[config.mk]
export PLATFORM = sky130hd
export DESIGN_NAME = song_sequencer_flat
export DESIGN_NICKNAME = d
export VERILOG_FILES = /design/src/rtl/song_sequencer_pkg.sv /design/src/rtl/song_sequencer_if.sv /design/src/rtl/song_sequencer_rom.sv /design/src/rtl/song_sequencer.sv /design/src/flat_wrapper.sv
export SDC_FILE = /design/constraint.sdc
export NUM_CORES = 1
export LEC_CHECK = 0
export BUFFER_PORTS_ARGS = -buffer_cell sky130_fd_sc_hd__buf_2
export CAP_MARGIN = 20
export CORE_MARGIN = 2
export CORE_UTILIZATION = 52
export CTS_CLUSTER_SIZE = 16
export DETAILED_ROUTE_END_ITERATION = 12
export PLACE_DENSITY_LB_ADDON = 0.05
export SLEW_MARGIN = 40
export SYNTH_ARGS = -nofsm -noshare
export SYNTH_HDL_FRONTEND = slang
export SYNTH_SLANG_ARGS = --single-unit
[constraint.sdc]
create_clock -name clk -period 1.9 [get_ports clk]
set_input_delay 0.19 -clock clk [delete_from_list [all_inputs] [get_ports clk]]
set_output_delay 0.19 -clock clk [all_outputs]
set_load 0.05 [all_outputs]
[src/rtl/song_sequencer_pkg.sv]
// Shared widths, state encoding, ROM word layout and song tables for the note sequencer.
package song_sequencer_pkg;

    localparam int unsigned NUM_SONGS = 8;
    localparam int unsigned SONG_W    = $clog2(NUM_SONGS);
    localparam int unsigned IDX_W     = 11;
    localparam int unsigned MAX_NOTES = 2 ** IDX_W;
    localparam int unsigned PITCH_W   = 7;
    localparam int unsigned DUR_W     = 8;
    localparam int unsigned ADDR_W    = SONG_W + IDX_W;

    localparam logic [DUR_W-1:0]   END_DUR    = '0;
    localparam logic [PITCH_W-1:0] REST_PITCH = '0;

    typedef enum logic [2:0] {
        ST_IDLE,
        ST_FETCH,
        ST_LOAD,
        ST_PLAY,
        ST_DONE
    } state_t;

    typedef struct packed {
        logic [PITCH_W-1:0] pitch;
        logic [DUR_W-1:0]   dur;
    } note_word_t;

    // Build one ROM word from a pitch and a duration.
    function automatic note_word_t mk_note(int unsigned p, int unsigned d);
        note_word_t w;
        w.pitch = PITCH_W'(p);
        w.dur   = DUR_W'(d);
        return w;
    endfunction

    // Per-song note tables; anything not listed is an end marker.
    function automatic note_word_t song_table(logic [SONG_W-1:0] song, logic [IDX_W-1:0] idx);
        note_word_t w;
        w.pitch = REST_PITCH;
        w.dur   = END_DUR;
        case (song)
            SONG_W'(0): begin
                case (idx)
                    IDX_W'(0): w = mk_note(77, 2);
                    IDX_W'(1): w = mk_note(0, 1);
                    IDX_W'(2): w = mk_note(75, 2);
                    default:   w = mk_note(0, 0);
                endcase
            end
            // Full-length song with no end marker: a repeating 16-step ramp.
            SONG_W'(1): begin
                w.pitch = PITCH_W'(60) + PITCH_W'(idx[3:0]);
                w.dur   = DUR_W'(1);
            end
            SONG_W'(2): begin
                case (idx)
                    IDX_W'(0): w = mk_note(72, 1);
                    IDX_W'(1): w = mk_note(76, 2);
                    IDX_W'(2): w = mk_note(79, 1);
                    default:   w = mk_note(0, 0);
                endcase
            end
            default: w = mk_note(0, 0);
        endcase
        return w;
    endfunction

endpackage

[src/rtl/song_sequencer_if.sv]
// Control and note-output bundle between a controller and the song sequencer.
interface song_sequencer_if;
    import song_sequencer_pkg::*;

    logic               beat_tick;
    logic               start;
    logic               stop;
    logic               pause;
    logic               loop_en;
    logic [SONG_W-1:0]  song_sel;
    logic [PITCH_W-1:0] note_pitch;
    logic               note_on;
    logic [IDX_W-1:0]   note_index;
    logic               busy;
    logic               song_done;

    modport master (
        output beat_tick, start, stop, pause, loop_en, song_sel,
        input  note_pitch, note_on, note_index, busy, song_done
    );

    modport slave (
        input  beat_tick, start, stop, pause, loop_en, song_sel,
        output note_pitch, note_on, note_index, busy, song_done
    );

endinterface

[src/rtl/song_sequencer_rom.sv]
// Song ROM: NUM_SONGS x MAX_NOTES {pitch,dur} words, one-cycle registered read.
module song_sequencer_rom
    import song_sequencer_pkg::*;
(
    input  logic              clk,
    input  logic              rst_n,
    input  logic [ADDR_W-1:0] addr,
    output note_word_t        rdata
);

    // Registered read of the word at {song,index}.
    always_ff @(posedge clk or negedge rst_n) begin
        if (!rst_n) begin
            rdata <= '0;
        end else begin
            rdata <= song_table(addr[ADDR_W-1 -: SONG_W], addr[IDX_W-1:0]);
        end
    end

endmodule

[src/rtl/song_sequencer.sv]
// Multi-song note sequencer: walks the song ROM and holds each note for its tick duration.
module song_sequencer
    import song_sequencer_pkg::*;
(
    input  logic            clk,
    input  logic            rst_n,
    song_sequencer_if.slave bus
);

    state_t             state;
    logic               start_q;
    logic [SONG_W-1:0]  sel_q;
    logic [SONG_W-1:0]  song_q;
    logic [IDX_W-1:0]   index_q;
    logic [DUR_W-1:0]   remain;
    logic [PITCH_W-1:0] pitch_q;
    logic               note_on_q;
    logic [IDX_W-1:0]   note_index_q;
    logic               busy_q;
    logic               song_done_q;

    note_word_t         rom_q;
    logic [ADDR_W-1:0]  rom_addr;
    logic               start_ok;
    logic               tick_eff;
    logic               last_note;
    logic               end_hit;

    song_sequencer_rom u_rom (
        .clk   (clk),
        .rst_n (rst_n),
        .addr  (rom_addr),
        .rdata (rom_q)
    );

    assign rom_addr  = {song_q, index_q};
    // A start is only taken from IDLE/DONE and never alongside stop.
    assign start_ok  = bus.start && !bus.stop && (state == ST_IDLE || state == ST_DONE);
    assign tick_eff  = bus.beat_tick && !bus.pause;
    assign last_note = (index_q == IDX_W'(MAX_NOTES - 1));
    // End of song: explicit marker, or the final table slot running out.
    assign end_hit   = ((state == ST_LOAD) && (rom_q.dur == END_DUR)) ||
                       ((state == ST_PLAY) && tick_eff && (remain == DUR_W'(1)) && last_note);

    assign bus.note_pitch = pitch_q;
    assign bus.note_on    = note_on_q;
    assign bus.note_index = note_index_q;
    assign bus.busy       = busy_q;
    assign bus.song_done  = song_done_q;

    // Sequencer FSM with duration/index counters and registered outputs.
    always_ff @(posedge clk or negedge rst_n) begin
        if (!rst_n) begin
            state        <= ST_IDLE;
            start_q      <= 1'b0;
            sel_q        <= '0;
            song_q       <= '0;
            index_q      <= '0;
            remain       <= '0;
            pitch_q      <= '0;
            note_on_q    <= 1'b0;
            note_index_q <= '0;
            busy_q       <= 1'b0;
            song_done_q  <= 1'b0;
        end else begin
            note_on_q   <= 1'b0;
            song_done_q <= 1'b0;
            start_q     <= start_ok;
            if (start_ok) begin
                sel_q <= bus.song_sel;
            end

            if (bus.stop) begin
                state   <= ST_IDLE;
                busy_q  <= 1'b0;
                pitch_q <= REST_PITCH;
            end else if (end_hit) begin
                if (bus.loop_en) begin
                    index_q <= '0;
                    state   <= ST_FETCH;
                    busy_q  <= 1'b1;
                end else begin
                    state       <= ST_DONE;
                    busy_q      <= 1'b0;
                    pitch_q     <= REST_PITCH;
                    song_done_q <= 1'b1;
                end
            end else begin
                case (state)
                    ST_IDLE, ST_DONE: begin
                        if (start_q) begin
                            song_q  <= sel_q;
                            index_q <= '0;
                            state   <= ST_FETCH;
                            busy_q  <= 1'b1;
                        end
                    end
                    ST_FETCH: begin
                        state <= ST_LOAD;
                    end
                    ST_LOAD: begin
                        state        <= ST_PLAY;
                        pitch_q      <= rom_q.pitch;
                        remain       <= rom_q.dur;
                        note_index_q <= index_q;
                        note_on_q    <= (rom_q.pitch != REST_PITCH);
                    end
                    ST_PLAY: begin
                        if (tick_eff) begin
                            if (remain == DUR_W'(1)) begin
                                index_q <= index_q + IDX_W'(1);
                                state   <= ST_FETCH;
                            end else begin
                                remain <= remain - DUR_W'(1);
                            end
                        end
                    end
                    default: begin
                        state  <= ST_IDLE;
                        busy_q <= 1'b0;
                    end
                endcase
            end
        end
    end

endmodule

[src/flat_wrapper.sv]
// flat-port wrapper written by rule: the top's interface ports become plain ports
module song_sequencer_flat import song_sequencer_pkg::*;
  (clk, rst_n, bus_beat_tick, bus_start, bus_stop, bus_pause, bus_loop_en, bus_song_sel, bus_note_pitch, bus_note_on, bus_note_index, bus_busy, bus_song_done);
  song_sequencer_if bus_i ();
  input  logic clk;
  input  logic rst_n;
  input wire logic [$bits(bus_i.beat_tick)-1:0] bus_beat_tick;
  input wire logic [$bits(bus_i.start)-1:0] bus_start;
  input wire logic [$bits(bus_i.stop)-1:0] bus_stop;
  input wire logic [$bits(bus_i.pause)-1:0] bus_pause;
  input wire logic [$bits(bus_i.loop_en)-1:0] bus_loop_en;
  input wire logic [$bits(bus_i.song_sel)-1:0] bus_song_sel;
  output wire logic [$bits(bus_i.note_pitch)-1:0] bus_note_pitch;
  output wire logic [$bits(bus_i.note_on)-1:0] bus_note_on;
  output wire logic [$bits(bus_i.note_index)-1:0] bus_note_index;
  output wire logic [$bits(bus_i.busy)-1:0] bus_busy;
  output wire logic [$bits(bus_i.song_done)-1:0] bus_song_done;
  assign bus_i.beat_tick = bus_beat_tick;
  assign bus_i.start = bus_start;
  assign bus_i.stop = bus_stop;
  assign bus_i.pause = bus_pause;
  assign bus_i.loop_en = bus_loop_en;
  assign bus_i.song_sel = bus_song_sel;
  assign bus_note_pitch = bus_i.note_pitch;
  assign bus_note_on = bus_i.note_on;
  assign bus_note_index = bus_i.note_index;
  assign bus_busy = bus_i.busy;
  assign bus_song_done = bus_i.song_done;
  song_sequencer u_core (.clk(clk), .rst_n(rst_n), .bus(bus_i));
endmodule
# After elaboration in Yosys (flattened, before gate mapping)

Cells that the tools add are included.

Flip-flop bits (word level): 65
Input bits: 10
Word-level logic and storage cells: 101

Add/sub/neg operators: 3
Equality and inequality tests: 21
Mux-type cells: 34
Bitwise operators: 2
Reductions and logical operators: 28

Operator list:

| cell                  | number |
|---|---|
| $pmux 15 s3           | 3 |
| $mux 11               | 5 |
| $mux 7                | 4 |
| $pmux 11 s2           | 1 |
| $mux 3                | 6 |
| $mux 8                | 2 |
| $pmux 8 s2            | 1 |
| $pmux 3 s4            | 1 |
| $add 11x1->11 const B | 1 |
| $eq 11x1->1 const B   | 1 |
| $eq 11x11->1 const B  | 1 |
| $eq 11x2->1 const B   | 1 |
| $logic_not 11->1      | 1 |
| $mux 1                | 10 |
| $eq 3x2->1 const B    | 3 |
| $ne 3x1->1 const B    | 3 |
| $eq 8x1->1 const B    | 1 |
| $logic_not 8->1       | 1 |
| $ne 4x2->1 const B    | 2 |
| $sub 8x1->8 const B   | 1 |
| $add 6x4->7 const A   | 1 |
| $logic_and 1x1->1     | 7 |
| $reduce_bool 7->1     | 1 |
| $eq 3x1->1 const B    | 2 |
| other kinds (20)      | 28 |

# Depth between registers and ports, before layout

Depth in word-level cells: 8
Gate-level depth with buffers: 8

# By module

A second synthesis with hierarchy kept.

Cells, all modules: 306
Area, all modules: 3128.0 um2

Modules (own cells, without submodules):

| module             | times used | cells an instance | area an instance (um2) | seq. area each (um2) |
|---|---|---|---|---|
| song_sequencer     | 1          | 261               | 2657.5                 | 1251.2 |
| song_sequencer_rom | 1          | 45                | 470.5                  | 200.2 |

# Worst setup path before layout

Ideal clock, no wire load.

Path type: register to register
Start point: register u_core.index_q[0]
End point: register u_core.index_q[3]
Library setup time: 0.126 ns
Arrival: 1.879 ns
Required time: 1.774 ns
Path slack: -0.105 ns
Stages on the path, launching flop included: 8
Buffers on the path: 1
Cell sequence: dfrtp_1 > ha_1 > and4_1 > and3_1 > a21oi_2 > o21ai_2 > buf_6 > a221o_1

Cells in the longest elaborated chain, start to end: 5
Elaborated cells on any way between the ends: 14
Classes of those cells: add/sub (1); eq/ne (5); mux (4); reduce/logical (4)

RTL lines:

| what                                          | RTL line                                    | text |
|---|---|---|
| start, declared                               | song_sequencer.sv:14                        | `logic [IDX_W-1:0] index_q;` |
| start signal, assigned                        | song_sequencer.sv:111                       | `index_q <= index_q + IDX_W'(1);` |
| $add 11x1->11 or $eq 11x11->1 (tied branches) | song_sequencer.sv:111, song_sequencer.sv:40 |  |
| $mux 11 or $logic_and 1x1->1 (tied branches)  | song_sequencer.sv:110, song_sequencer.sv:43 |  |
| $mux 11 or $logic_or 1x1->1 (tied branches)   | song_sequencer.sv:109, song_sequencer.sv:42 |  |
| $pmux 11 s2 (tied with other cells)           | song_sequencer.sv:89                        | `case (state)` |
| $mux 11 or $reduce_and 6->1 (tied branches)   | n/a                                         |  |

Parallel ways exist; a longest one is shown, timed or not. The select of a mux whose other input is x is not followed.
A chain may end at the register's enable or synchronous reset.

# Final worst setup path

Start point: register u_core.remain[0]
End point: register u_core.index_q[9]

Cells in the longest elaborated chain, start to end: 6
Elaborated cells on any way between the ends: 11
Classes of those cells: eq/ne (5); mux (1); reduce/logical (5)

RTL lines:

| what                                         | RTL line                                    | text |
|---|---|---|
| start, declared                              | song_sequencer.sv:15                        | `logic [DUR_W-1:0] remain;` |
| start signal, assigned                       | song_sequencer.sv:104                       | `remain <= rom_q.dur;` |
| start signal, assigned                       | song_sequencer.sv:114                       | `remain <= remain - DUR_W'(1);` |
| $eq 8x1->1 *                                 | song_sequencer.sv:43, song_sequencer.sv:110 |  |
| $logic_and 1x1->1 (2 in series)              | song_sequencer.sv:43                        | `((state == ST_PLAY) && tick_eff && (remain == DUR_W'(1)) && last_note);` |
| $logic_or 1x1->1                             | song_sequencer.sv:42                        | `assign end_hit = ((state == ST_LOAD) && (rom_q.dur == END_DUR)) \|\|` |
| $ne 3x1->1 (no line) (tied with other cells) | n/a                                         |  |
| $reduce_and 6->1 (no line)                   | n/a                                         |  |

Every way passes the cells marked *; elsewhere a longest branch is shown, timed or not.

==> results.json <==
{
  "outcome": "finished, violations left",
  "violations": "setup timing",
  "cts_num_sinks": 57,
  "cap_violations": 0,
  "synthArstFlopShare_pct": 100,
  "area_growth_pct": 27.8,
  "reg2reg_slack_ps": -30,
  "topRoutingLayerUsed": "met4",
  "setup_slack_ps": -27.6,
  "gp_congestion": 0.818,
  "layout_min_cycle_time_ps": 1930,
  "vias": 2181,
  "port_buffers": 30,
  "synth_top_flop_cell": "dfrtp_1",
  "path_cells": "ha_4 > nor3b_4 > and4b_2 > buf_6 > a21oi_4 > o21ai_4 > a221o_1",
  "drcViolationCount": 0,
  "tns_ps": -97.5,
  "synth_top_cells_by_area": "dfrtp_1, mux2_2, ha_1",
  "final_hold_viol_count": 0,
  "wl_met3_microns": 261,
  "htree_levels": 3,
  "fmax_mhz": 519,
  "slew-limit-headroom_pct": 73.0,
  "power_mw": 4.39,
  "placementRows": 26,
  "holdWs_ps": 80.8,
  "drt-initial-drc-count": 108,
  "netlist_area_sq_mm": 0.00278,
  "period_share_pct": 101,
  "critical_path_buf_inv_count": 1,
  "die_x_microns": 77.1,
  "worst-path-stages": 7,
  "dpl.hpwl_microns": 4200,
  "synthDistinctLibCells": 50,
  "wl_met2_microns": 2690,
  "leakagePower_nw": 1.79,
  "insertion_delay_ps": 340,
  "viasPerCell": 5.54,
  "power.density_mw_per_mm2": 1230,
  "nNetsFinal": 338,
  "grt_first_pass_wirelength_microns": 10400,
  "timing.rr.start": "u_core.remain[0]",
  "insertedDiodeCount": 0,
  "crit_required_ps": 2120,
  "drtPass1Iterations": 4,
  "synth.net_count": 271,
  "crit_path_end_kind": "flop",
  "synth-edff-count": 0,
  "wl_microns": 5900,
  "antenna_found_initial": 0,
  "synthesis.instances": 252,
  "yosysTopAreaCell": "dfrtp_1",
  "die-area_sq_mm": 0.00595,
  "layout-drive-gt1-share_pct": 34.9,
  "worstSetupStartpointType": "flop",
  "max_stage_delay_ps": 420,
  "path_max_fanout": 6,
  "drt-met1-wl_microns": 2800,
  "skew_ps": 7.64,
  "path_delay_family": "compound AO/OA/AOI/OAI gates",
  "fin_util_pct": 69.2,
  "die_h_microns": 77.1,
  "cp-startpoint": "u_core.remain[0]",
  "grt_overflow": 0,
  "slowest_stage": "dfrtp_1",
  "rr_worst_depth": 7,
  "track_usage_pct": 22.6,
  "wl_per_cell_microns": 15.0,
  "ant_nets": 0,
  "ys_ff_latch": 57,
  "cts_tree": "built",
  "clk_path_buf_depth": 2,
  "endpoint": "u_core.index_q[9]",
  "io-pin-count": 31,
  "synth_top_area_share_pct": 51.3,
  "grt_pass1_vias": 2197,
  "ys_warn_count": 0,
  "setup_viol": 5,
  "critPathArrivalTime_ps": 2150,
  "grt_setup_unrepaired": "yes",
  "numCtsBuffers": 9,
  "seq_area_frac_synth_pct": 51.3,
  "avgSynthCellArea_sq_um": 11.0,
  "slew_violations": 0,
  "regToRegEndpoint": "u_core.index_q[9]",
  "start_util_pct": 54.1,
  "ctsRootBufferMaster": "clkbuf_8",
  "tightest_slew_ps": 399,
  "clk_pin_slew_ps": 70,
  "crit_type": "flop to flop",
  "grt_max_degree": 58,
  "ir_worst_vdd_mv": 0.976,
  "min_path_type": "input port to flop",
  "core-area_sq_mm": 0.00514
}
synthesized netlist by cell type, drive strengths merged (2+ instances only):
cell    count
dfrtp      57
nor2       26
mux2       18
nand2      15
o21ai      13
and3       10
ha          9
inv         9
nand3       9
a21oi       7
a221o       6
a22o        6
buf         6
xor2        6
nor3        5
nand2b      4
nor2b       4
nor4        4
and4        3
clkbuf      3
a211o       2
a211oi      2
a22oi       2
nand4       2
nor3b       2
o211ai      2
o31a        2
or4         2
metal layers:
layer	up-vias	global-route usage, %
li1	1056	-
met1	1050	30.6
met2	58	33.7
met3	17	5.65
met4	0	11.8
met5	-	0
state kept, by name, summed over array words and instances (netlist names):
signal                 cells
u_core.bus.note_pitch      6
u_core.bus.song_done       1
u_core.remain              8
u_core.u_rom.rdata         8
u_core.bus.busy            1
u_core.index_q            11
u_core.bus.note_on         1
u_core.bus.note_index     11
u_core.state               3
u_core.sel_q               3
u_core.song_q              3
u_core.start_q             1
metrics by stage:
stage / std cells / instance area [sq um] / worst slack, ps
3_5_place_dp: 372 / 3220 / -138
5_1_grt: 394 / 3560 / -95.4
4_1_cts: 393 / 3510 / -4.12
6_report: 394 / 3560 / -27.6
2_1_floorplan: 252 / 2810 / -7.41
3_3_place_gp: 372 / 3220 / -38.3
worst min path at each step:
stage                               start               end  slack (ps)  cells past startpoint
after global placement              rst_n  u_core.remain[5]         220                      2
after detailed placement            rst_n  u_core.remain[5]         220                      2
after CTS                 bus_song_sel[2]   u_core.sel_q[2]          70                      2
after floorplan                     rst_n   u_core.bus.busy        -110                      0
after global routing      bus_song_sel[2]   u_core.sel_q[2]          70                      2
final                     bus_song_sel[1]   u_core.sel_q[1]          80                      2
placed cells by master (no fill, tap or decap), types with 3 or more instances in the layout:
master / instances
a21oi_1: 5
and3_1: 10
nor2_1: 26
buf_2: 30
nand3_1: 9
o21ai_0: 12
ha_1: 8
xor2_1: 6
a22o_1: 6
a221o_1: 6
nand2_1: 15
dfrtp_1: 57
nor4_1: 3
nand2b_1: 4
clkbuf_8: 11
inv_1: 8
nor3_1: 3
nor2b_1: 4
mux2_2: 18
buf_4: 30
power breakdown:
group	switching, mW	internal [mW]	leakage, nW	total (mW)
combinational	0.792	0.622	0.906	1.41
sequential	0.210	1.47	0.764	1.68
clock	0.487	0.805	0.115	1.29
total	1.49	2.90	1.79	4.39
what timing repair did:
item                       CTS  global route
hold endpoints to repair    57             0
setup buffers                3             1
gates resized for setup      5             7
pin swaps                    6             4
cloned                       1             0
setup endpoints to repair   15            21
hold buffers                 1             0
cell families after synthesis:
family	Yosys count	share of synthesized area (%)
adder cells (fa/ha/maj)	9	4.05
AO/OA/AOI/OAI	51	13.9
multiplexers	19	7.65
flip-flops	57	51.3
AND/OR/NAND/NOR	92	18.2
XOR/XNOR	6	1.89
buffers and inverters	18	3.10
cell type report:
| cell class | instances | area [sq um] |
|---|---|---|
| Clock inverter | 5 | 77.6 |
| Timing Repair Buffer | 64 | 428 |
| Inverter | 9 | 33.8 |
| Tap cell | 70 | 87.6 |
| Fill cell | 398 | 1580 |
| Multi-Input combinational cell | 178 | 1350 |
| Clock buffer | 11 | 151 |
| Sequential cell | 57 | 1430 |
No activity file was read; power rests on OpenSTA's default activity.
